File: src/rtl/demux_pkg.sv
// Shared definitions for the demux scheduler/serializer slice: channel
// count, select width, FSM state encoding and the channel-index type.
package demux_pkg;

    localparam int NUM_CH = 8;
    localparam int SEL_W  = 3;

    typedef enum logic [1:0] {
        IDLE  = 2'd0,
        SHIFT = 2'd1,
        GAP   = 2'd2
    } state_t;

    // Bit 0 is the MSB, matching the demux select bit order.
    typedef logic [0:SEL_W-1] ch_t;

endpackage

File: src/rtl/demux_sched_serializer_if.sv
// Request handshake between a word producer and the serializer.
// master drives the request; slave (the serializer) returns ready.
interface demux_sched_serializer_if #(
    parameter int DATA_W = 8
);

    logic                req_valid;
    logic                req_ready;
    demux_pkg::ch_t      req_dest;
    logic [DATA_W-1:0]   req_data;

    modport master (
        output req_valid,
        output req_dest,
        output req_data,
        input  req_ready
    );

    modport slave (
        input  req_valid,
        input  req_dest,
        input  req_data,
        output req_ready
    );

endinterface

File: src/rtl/demux_sched_piso.sv
// DATA_W-bit parallel-load, MSB-first shift register with a beat counter.
// Zeros are shifted in, so after a full word the register is empty and the
// serial output rests low without extra gating.
module demux_sched_piso #(
    parameter  int DATA_W = 8,
    localparam int BEAT_W = $clog2(DATA_W + 1)
) (
    input  logic              clk,
    input  logic              rst_n,
    input  logic              load,
    input  logic              shift,
    input  logic [DATA_W-1:0] load_data,
    output logic              ser_out,
    output logic [BEAT_W-1:0] beat,
    output logic              last
);

    logic [DATA_W-1:0] sreg_q, sreg_d;
    logic [BEAT_W-1:0] beat_q, beat_d;

    // Next shift-register contents and beat count from the load/shift strobes.
    always_comb begin
        // NOTE: defaults first so every path assigns every _d; otherwise a latch is inferred.
        sreg_d = sreg_q;
        beat_d = beat_q;
        if (load) begin
            sreg_d = load_data;
            beat_d = '0;
        end else if (shift) begin
            sreg_d = sreg_q << 1;
            beat_d = beat_q + 1'b1;
        end
    end

    // Register the shift chain and beat counter; synchronous active-low reset.
    always_ff @(posedge clk) begin
        // NOTE: non-blocking assignments so every flop samples pre-edge values.
        if (!rst_n) begin
            sreg_q <= '0;
            beat_q <= '0;
        end else begin
            sreg_q <= sreg_d;
            beat_q <= beat_d;
        end
    end

    assign ser_out = sreg_q[DATA_W-1];
    assign beat    = beat_q;
    assign last    = (beat_q == BEAT_W'(DATA_W - 1));

endmodule

File: src/rtl/demux_sched_serializer.sv
// Upstream feeder for a 1-to-8 single-bit demux: accepts a tagged word,
// holds the select, shifts the word out MSB-first, then inserts a guard
// gap with data low so a select change never meets a high data bit.
// Optional per-channel word counters: define DEMUX_SCHED_STATS_EN.
module demux_sched_serializer
    import demux_pkg::*;
#(
    parameter int DATA_W     = 8,
    parameter int GAP_CYCLES = 1,
    parameter int CNT_W      = 16
) (
    input  logic                       clk,
    input  logic                       rst_n,
    demux_sched_serializer_if.slave    req,
    output logic                       dmx_in,
    output ch_t                        dmx_sel,
    output logic                       busy,
    output logic                       done,
    input  ch_t                        stat_ch,
    output logic [CNT_W-1:0]           stat_cnt
);

    localparam int BEAT_W = $clog2(DATA_W + 1);
    localparam int GAP_W  = (GAP_CYCLES > 1) ? $clog2(GAP_CYCLES) : 1;

    state_t             state_q, state_d;
    ch_t                sel_q,   sel_d;
    logic               ready_q, ready_d;
    logic               busy_q,  busy_d;
    logic               done_q,  done_d;
    logic [GAP_W-1:0]   gap_q,   gap_d;

    logic               accept;
    logic [BEAT_W-1:0]  beat;
    logic               last;

    // ready is only ever high in IDLE, so an accept implies IDLE.
    assign accept = req.req_valid && ready_q;

    demux_sched_piso #(
        .DATA_W (DATA_W)
    ) u_piso (
        .clk       (clk),
        .rst_n     (rst_n),
        .load      (accept),
        .shift     (state_q == SHIFT),
        .load_data (req.req_data),
        .ser_out   (dmx_in),
        .beat      (beat),
        .last      (last)
    );

    // FSM next state and next registered outputs.
    always_comb begin
        state_d = state_q;
        sel_d   = sel_q;
        ready_d = ready_q;
        busy_d  = busy_q;
        gap_d   = gap_q;
        done_d  = 1'b0;
        case (state_q)
            IDLE: begin
                if (accept) begin
                    state_d = SHIFT;
                    sel_d   = req.req_dest;
                    ready_d = 1'b0;
                    busy_d  = 1'b1;
                    done_d  = (DATA_W == 1);
                end
            end
            SHIFT: begin
                if (last) begin
                    gap_d = '0;
                    if (GAP_CYCLES > 0) begin
                        state_d = GAP;
                    end else begin
                        state_d = IDLE;
                        ready_d = 1'b1;
                        busy_d  = 1'b0;
                    end
                end else begin
                    // done lines up with the final beat on dmx_in.
                    done_d = (int'(beat) == DATA_W - 2);
                end
            end
            GAP: begin
                if (int'(gap_q) == GAP_CYCLES - 1) begin
                    state_d = IDLE;
                    ready_d = 1'b1;
                    busy_d  = 1'b0;
                end else begin
                    gap_d = gap_q + 1'b1;
                end
            end
            default: begin
                state_d = IDLE;
                ready_d = 1'b1;
                busy_d  = 1'b0;
            end
        endcase
    end

    // State and registered outputs; a reset aborts any word in flight.
    always_ff @(posedge clk) begin
        if (!rst_n) begin
            state_q <= IDLE;
            sel_q   <= '0;
            ready_q <= 1'b1;
            busy_q  <= 1'b0;
            done_q  <= 1'b0;
            gap_q   <= '0;
        end else begin
            state_q <= state_d;
            sel_q   <= sel_d;
            ready_q <= ready_d;
            busy_q  <= busy_d;
            done_q  <= done_d;
            gap_q   <= gap_d;
        end
    end

    assign req.req_ready = ready_q;
    assign dmx_sel       = sel_q;
    assign busy          = busy_q;
    assign done          = done_q;

`ifdef DEMUX_SCHED_STATS_EN
    logic [CNT_W-1:0] cnt_q [NUM_CH];
    logic [CNT_W-1:0] cnt_d [NUM_CH];

    // Count completed words on the channel currently selected.
    always_comb begin
        cnt_d = cnt_q;
        if (done_q) begin
            cnt_d[dmx_sel] = cnt_q[dmx_sel] + 1'b1;
        end
    end

    // Counter bank register; cleared on reset.
    always_ff @(posedge clk) begin
        if (!rst_n) begin
            // NOTE: this array is a register file, not RAM, so it is reset explicitly to start counts at zero.
            for (int i = 0; i < NUM_CH; i++) begin
                cnt_q[i] <= '0;
            end
        end else begin
            cnt_q <= cnt_d;
        end
    end

    assign stat_cnt = cnt_q[stat_ch];
`else
    logic unused_stat_ch;
    assign unused_stat_ch = ^stat_ch;
    assign stat_cnt       = '0;
`endif

endmodule

File: src/flat_wrapper.sv
// flat-port wrapper written by rule: the top's interface ports become plain ports
module demux_sched_serializer_flat import demux_pkg::*;
#(
    parameter int DATA_W     = 8,
    parameter int GAP_CYCLES = 1,
    parameter int CNT_W      = 16
)
  (clk, rst_n, dmx_in, dmx_sel, busy, done, stat_ch, stat_cnt, req_req_valid, req_req_dest, req_req_data, req_req_ready);
  demux_sched_serializer_if #(.DATA_W(DATA_W)) req_i ();
  input  logic clk;
  input  logic rst_n;
  output logic dmx_in;
  output ch_t dmx_sel;
  output logic busy;
  output logic done;
  input  ch_t stat_ch;
  output logic [CNT_W-1:0] stat_cnt;
  input wire logic [$bits(req_i.req_valid)-1:0] req_req_valid;
  input wire logic [$bits(req_i.req_dest)-1:0] req_req_dest;
  input wire logic [$bits(req_i.req_data)-1:0] req_req_data;
  output wire logic [$bits(req_i.req_ready)-1:0] req_req_ready;
  assign req_i.req_valid = req_req_valid;
  assign req_i.req_dest = req_req_dest;
  assign req_i.req_data = req_req_data;
  assign req_req_ready = req_i.req_ready;
  demux_sched_serializer #(.DATA_W(DATA_W), .GAP_CYCLES(GAP_CYCLES), .CNT_W(CNT_W)) u_core (.clk(clk), .rst_n(rst_n), .req(req_i), .dmx_in(dmx_in), .dmx_sel(dmx_sel), .busy(busy), .done(done), .stat_ch(stat_ch), .stat_cnt(stat_cnt));
endmodule
File: config.mk
export PLATFORM = sky130hd
export DESIGN_NAME = demux_sched_serializer_flat
export DESIGN_NICKNAME = d
export VERILOG_FILES = /design/src/rtl/demux_pkg.sv /design/src/rtl/demux_sched_serializer_if.sv /design/src/rtl/demux_sched_piso.sv /design/src/rtl/demux_sched_serializer.sv /design/src/flat_wrapper.sv
export SDC_FILE = /design/constraint.sdc
export NUM_CORES = 1
export LEC_CHECK = 0
export ABC_AREA = 0
export CAP_MARGIN = 20
export CELL_PAD_IN_SITES_DETAIL_PLACEMENT = 1
export CELL_PAD_IN_SITES_GLOBAL_PLACEMENT = 1
export CORE_AREA = 2 2 58 60
export DETAILED_ROUTE_END_ITERATION = 10
export DIE_AREA = 0 0 60 62
export PLACE_DENSITY_LB_ADDON = 0.1
export SYNTH_ARGS = -nofsm -noshare
export SYNTH_HDL_FRONTEND = slang
export SYNTH_HIERARCHICAL = 1
export SYNTH_SLANG_ARGS = --single-unit
File: constraint.sdc
create_clock -name clk -period 4.2 [get_ports clk]
set_input_delay 0.84 -clock clk [delete_from_list [all_inputs] [get_ports clk]]
set_output_delay 0.84 -clock clk [all_outputs]
set_load 0.1 [all_outputs]
==> impl_metrics.toml, run 1 <==
[final_layout]
nets = 140
final_cell_mix = "clkdlybuf4s50_1 (20), dfxtp_1 (20), conb_1 (16)"
drive_above_1_share_pct = 12.5
area_growth_pct = 19.1
antenna_cells = 0

[routing]
drtIter0Drc = 11
drcViolationCount = 0
postRouteAntennaNets = 0
vias = 725
wl_um = 1800
dr.pass1.iters = 4
post_drt_via_cell_ratio = 4.37
wl_per_cell_um = 10.8

[placement]
port_buffers = 20
place_hpwl_um = 1350
routabilityCongestion = 0.657

[global_route]
grt_use_total_pct = 11.5
grt_pass1_wl_um = 3110
grt.met2_usage_pct = 20.7
grt_max_degree = 20
grtUsageMet3_pct = 3.11
met1_usage_pct = 12.1
antenna_found_initial = 0
grt_remaining_overflow = 0
grt_busiest_layer = "met2"
grt_pass1_vias = 727

[power]
p_sw_share_pct = 39.9
p_per_area_nw_per_um2 = 379
vdd_drop_max_mv = 0.116
combPwrFrac_pct = 35.4
p_clk_share_pct = 19.4
switching_power_mw = 0.185
seq_power_share_pct = 45.2
internal-power_mw = 0.279
p_leak_nw = 0.567

[setup_path]
critPathTopFamily = "buffers and inverters"
path_class = "register to primary output"
critPathLaunchType = "register"
critical_path.max_stage_delay_ns = 1.15
worstPathRequired_ns = 3.36
critPathArrivalTime_ns = 1.85
reg2reg_setup_slack_ns = 2.64
cp-end-kind = "primary output"
r2r-start = "u_core/state_q[0]$_SDFFE_PN0P_"
cp_slowest_cell = "clkdlybuf4s50_1"
reg2reg_to = "u_core/u_piso/sreg_q[6]$_SDFFE_PN0P_"
crit_fanout = 5
crit_path_cell_trace = "clkdlybuf4s50_1"
reg2regPathDepth = 3
crit_buf_inv = 1

[clock_tree]
path_clk_slew_ns = 0.10
clock_latency_ns = 0.30
ctsResizeCount = 0
cts_num_sinks = 20
cts_tree = "done"
h-tree-depth = 1
hold_buffers = 0
clock_tree.buffer_depth = 2
clock-root-buffer = "clkbuf_4"
cts_setup_buffers = 0
cts-buffers-inserted = 3

[yosys]
ys_types = 33
ys_seq_area_share_pct = 38.9
yosys_register_bits = 20
yosysWarnings = 6
syn_area_per_cell_um2 = 10.2
syn_area_um2 = 1030
syn_inst = 101

[sta]
max_slew_margin_pct = 35.1
post-route-period-util_pct = 64.1
tightest_slew_ns = 0.970
setup_violations = 0
finalMaxSlewViolations = 0
timing_hold_violations_final = 0
grt_setup_unrepaired = "no"
fmaxAchievable_ghz = 0.372
skew_ns = 0.00462
fin_tns_setup_ns = 0
holdWs_ns = 0.466
min_period_ns = 2.69

[run_status]
outcome = "finished, final reports clean"

[job]
maxCapViolCount = 0

[min_path]
worst_hold_path.endpoint = "u_core/dmx_sel[2]$_SDFFE_PN0P_"
min_from = "u_core/dmx_sel[2]$_SDFFE_PN0P_"
holdPathStages = 2
worstHoldPathType = "register to register"

[floorplan]
die_height_um = 62
ios = 40
die_area_um2 = 3720
die_w_um = 60
core-area_um2 = 3180
placementRows = 21
initial_utilization_pct = 32.3
## logic make-up after synthesis
family	synth area share, %
mux	12.5
xor+xnor	0.852
fa+ha+maj	1.22
simple gates	21.2
other cells	0.365
flops	38.9
buf+inv	14.0
compound gates	10.9
## worst register-to-register path: stages (launching register included)
cell	delay, ns
dfxtp_1	0.39
and2b_1	0.47
mux2_2	0.40
o211a_1	0.20
## stage by stage
stage                     instance area, µm²  util (%)  power, mW  worst slack [ns]  std cells
after global routing                    1220      38.5      0.489              1.43        166
after detailed placement                1200      37.8      0.380              1.78        163
after CTS                               1220      38.5      0.474              1.47        166
final                                   1220      38.5      0.464              1.51        166
after floorplan                         1080         -      0.363              2.33        116
after global placement                  1200      37.8      0.378              1.80        163
## per-layer routing
metal / wire, µm / vias up / share of wire, %
li1: - / 356 / -
met1: 767 / 351 / 43
met2: 941 / 16 / 52
met3: 71 / 2 / 4.0
met4: 15 / 0 / 0.84
met5: 0 / - / 0
## power by group through the flow
stage                     clock, mW  combinational (mW)  sequential [mW]
after detailed placement          0               0.165            0.214
final                        0.0902               0.164            0.210
after CTS                    0.0982               0.166            0.210
after global placement            0               0.164            0.214
after floorplan                   0               0.116            0.247
after global routing          0.104               0.173            0.212
## worst max-delay path by stage
stage                                                 start                                 end  slack, ns  cells after the start
after floorplan           u_core/req.req_ready$_SDFFE_PN1P_  u_core/u_piso/beat[0]$_SDFFE_PP0P_       2.33                      4
after global placement                                rst_n  u_core/u_piso/beat[3]$_SDFFE_PP0P_       1.80                      3
after detailed placement                              rst_n  u_core/u_piso/beat[3]$_SDFFE_PP0P_       1.78                      3
after CTS                 u_core/req.req_ready$_SDFFE_PN1P_                       req_req_ready       1.47                      1
after global routing      u_core/req.req_ready$_SDFFE_PN1P_                       req_req_ready       1.43                      1
final                     u_core/req.req_ready$_SDFFE_PN1P_                       req_req_ready       1.51                      1
## registers in the layout, summed over array words and instances (netlist names)
register	cells
u_core/dmx_sel	3
u_core/busy	1
u_core/state_q	2
u_core/req.req_ready	1
u_core/done	1
u_core/u_piso/sreg_q	8
u_core/u_piso/beat	4
## Yosys cell counts
cell type | number | share of area (%)
nor4bb_1 | 1 | 0.97
o211a_1 | 7 | 6.8
buf_2 | 1 | 0.49
inv_1 | 1 | 0.36
xnor2_1 | 1 | 0.85
a21boi_1 | 1 | 0.73
nand4_1 | 1 | 0.61
ha_1 | 1 | 1.2
o21ai_0 | 1 | 0.49
and2b_1 | 2 | 1.5
nand2_1 | 7 | 2.6
buf_6 | 1 | 1.1
mux2_2 | 7 | 7.7
and4bb_4 | 1 | 1.6
buf_4 | 16 | 12
a21oi_1 | 1 | 0.49
or3b_1 | 1 | 0.85
o21a_1 | 2 | 1.5
a21bo_2 | 1 | 0.97
and2b_4 | 1 | 0.97
and2_1 | 1 | 0.61
or3b_2 | 1 | 0.85
and3b_1 | 1 | 0.85
and3b_2 | 1 | 0.97
mux2i_1 | 5 | 4.9
nor2b_1 | 1 | 0.61
conb_1 | 1 | 0.36
dfxtp_1 | 20 | 39
nor2_1 | 2 | 0.73
and3_1 | 2 | 1.2
nand2b_1 | 8 | 4.9
clkbuf_1 | 1 | 0.36
nand3b_1 | 2 | 1.5
## layout make-up
type | count | area (µm²)
Clock buffer | 3 | 22.5
Fill cell | 378 | 1950
Inverter | 1 | 3.75
Multi-Input combinational cell | 76 | 541
Sequential cell | 20 | 400
Tap cell | 46 | 57.6
Timing Repair Buffer | 20 | 200
Note: power is estimated with default switching activity, not from simulation.
==> run 2: changes to the inputs <==
--- a/config.mk
+++ b/config.mk
@@ -9,9 +9,9 @@
 export CAP_MARGIN = 20
 export CELL_PAD_IN_SITES_DETAIL_PLACEMENT = 1
 export CELL_PAD_IN_SITES_GLOBAL_PLACEMENT = 1
-export CORE_AREA = 2 2 58 60
+export CORE_AREA = 2 2 60 62
 export DETAILED_ROUTE_END_ITERATION = 10
-export DIE_AREA = 0 0 60 62
+export DIE_AREA = 0 0 62 64
 export PLACE_DENSITY_LB_ADDON = 0.1
 export SYNTH_ARGS = -nofsm -noshare
 export SYNTH_HDL_FRONTEND = slang
==> constraint.sdc (replaced) <==
create_clock -name clk -period 2.5 [get_ports clk]
set_input_delay 0.5 -clock clk [delete_from_list [all_inputs] [get_ports clk]]
set_output_delay 0.5 -clock clk [all_outputs]
set_load 0.1 [all_outputs]
==> impl_metrics.toml, run 2 (synthesized netlist as in run 1, its figures left out) <==
[run_status]
outcome = "finished, final reports clean"

[clock_tree]
h-tree-depth = 1
path_clk_slew_ns = 0.12
cts_num_sinks = 20
hold_buffers = 0
cts_setup_buffers = 0
clock_tree.buffer_depth = 2
clock_latency_ns = 0.30
cts_tree = "done"
clock-root-buffer = "clkbuf_4"
ctsResizeCount = 0
cts-buffers-inserted = 3

[setup_path]
crit_start = "req_req_valid"
crit_end = "u_core/u_piso/beat[3]$_SDFFE_PP0P_"
crit_fanout = 19
reg2reg_setup_slack_ns = 0.91
worstPathRequired_ns = 2.74
critPathLaunchType = "input port"
critPathArrivalTime_ns = 2.01
reg2reg_to = "u_core/u_piso/sreg_q[5]$_SDFFE_PN0P_"
cp-end-kind = "register"
reg2regPathDepth = 3
r2r-start = "u_core/state_q[0]$_SDFFE_PN0P_"
path_class = "input port to register"

[final_layout]
final_common_cell = "dfxtp_1"
top_register = "u_core/u_piso/sreg_q"
final_cell_mix = "dfxtp_1 (20), conb_1 (16), clkdlybuf4s50_1 (13)"
nets = 141
largest_reg_flops = 8
utilization_pct = 37.4
seq_area_um2 = 400
antenna_cells = 0
nFillCells = 390
drive_above_1_share_pct = 19.7
multi_input_area_um2 = 541
area_growth_pct = 19.5
final_cells = 168
finalInstanceArea_um2 = 1230

[sta]
timing_hold_violations_final = 0
skew_ns = 0.0103
finalMaxSlewViolations = 0
post-route-period-util_pct = 70.9
min_period_ns = 1.77
fmaxAchievable_ghz = 0.564
setup_violations = 0
grt_setup_unrepaired = "no"
fin_tns_setup_ns = 0
setup_slack_ns = 0.727
max_slew_margin_pct = 59.4
tightest_slew_ns = 0.610

[global_route]
met1_usage_pct = 12.0
antenna_found_initial = 0
grt_use_total_pct = 10.6
grt.met2_usage_pct = 18.0
grt_busiest_layer = "met2"
grtUsageMet3_pct = 1.82
grt_pass1_vias = 731
grt_remaining_overflow = 0
grt_max_degree = 20
grt_pass1_wl_um = 3170

[routing]
dr.pass1.iters = 4
vias = 715
wl_per_cell_um = 10.8
drtIter0Drc = 21
post_drt_via_cell_ratio = 4.26
postRouteAntennaNets = 0
drcViolationCount = 0
wl_um = 1820

[floorplan]
initial_utilization_pct = 31.3
ios = 40
die_height_um = 64
die_area_um2 = 3970
placementRows = 21
die_w_um = 62
core-area_um2 = 3280

[power]
p_per_area_nw_per_um2 = 662
vdd_drop_max_mv = 0.172
p_leak_nw = 0.590

[min_path]
worstHoldPathType = "register to register"

[placement]
dp_cells = 164
port_buffers = 20
routabilityCongestion = 0.620
post-place-ws_ns = 0.397
place_hpwl_um = 1370
placed_area_um2 = 1190

[job]
maxCapViolCount = 0
## run 2: cell count changes in the layout (fill, tap and decap cells not counted), sizes merged
cell / previous run / this run
clkbuf: 3 / 4
clkdlybuf4s50: 20 / 13
buf: 0 / 8
## run 2: worst min path at each step
stage	start	end	cells after the start
after detailed placement	u_core/dmx_sel[2]$_SDFFE_PN0P_	u_core/dmx_sel[2]$_SDFFE_PN0P_	2
after CTS	u_core/dmx_sel[2]$_SDFFE_PN0P_	u_core/dmx_sel[2]$_SDFFE_PN0P_	2
final	u_core/dmx_sel[2]$_SDFFE_PN0P_	u_core/dmx_sel[2]$_SDFFE_PN0P_	2
after floorplan	u_core/u_piso/beat[3]$_SDFFE_PP0P_	u_core/u_piso/beat[3]$_SDFFE_PP0P_	2
after global placement	u_core/dmx_sel[1]$_SDFFE_PN0P_	u_core/dmx_sel[1]$_SDFFE_PN0P_	2
after global routing	u_core/dmx_sel[2]$_SDFFE_PN0P_	u_core/dmx_sel[2]$_SDFFE_PN0P_	2
## run 2: power breakdown
group,switching [mW],internal (mW),total (mW),leakage (nW)
clock,0.0985,0.0887,0.187,0.0210
sequential,0.0127,0.340,0.352,0.164
combinational,0.203,0.0710,0.274,0.405
## run 2: layout make-up
| cell class | instances | area share, % |
|---|---|---|
| Multi-Input combinational cell | 76 | 44.0 |
| Tap cell | 46 | 4.68 |
| Timing Repair Buffer | 21 | 15.5 |
| Clock buffer | 4 | 2.95 |
| Sequential cell | 20 | 32.6 |
| Inverter | 1 | 0.305 |
## run 2: worst max-delay path, cell delays in order
cell and delay, ns:
clkdlybuf4s50_1 0.47, and2_1 0.39, or3b_2 0.52, mux2i_1 0.13
## run 2: per-stage QoR
step | hold WS, ns | power [mW]
after floorplan | 0.482 | 0.609
after global placement | 0.445 | 0.632
after detailed placement | 0.454 | 0.636
after CTS | 0.478 | 0.830
after global routing | 0.500 | 0.859
final | 0.471 | 0.814
## run 2: metal layers
layer | wire length, µm | vias up
li1 | - | 359
met1 | 800 | 335
met2 | 922 | 19
met3 | 65 | 2
met4 | 27 | 0
met5 | 0 | -
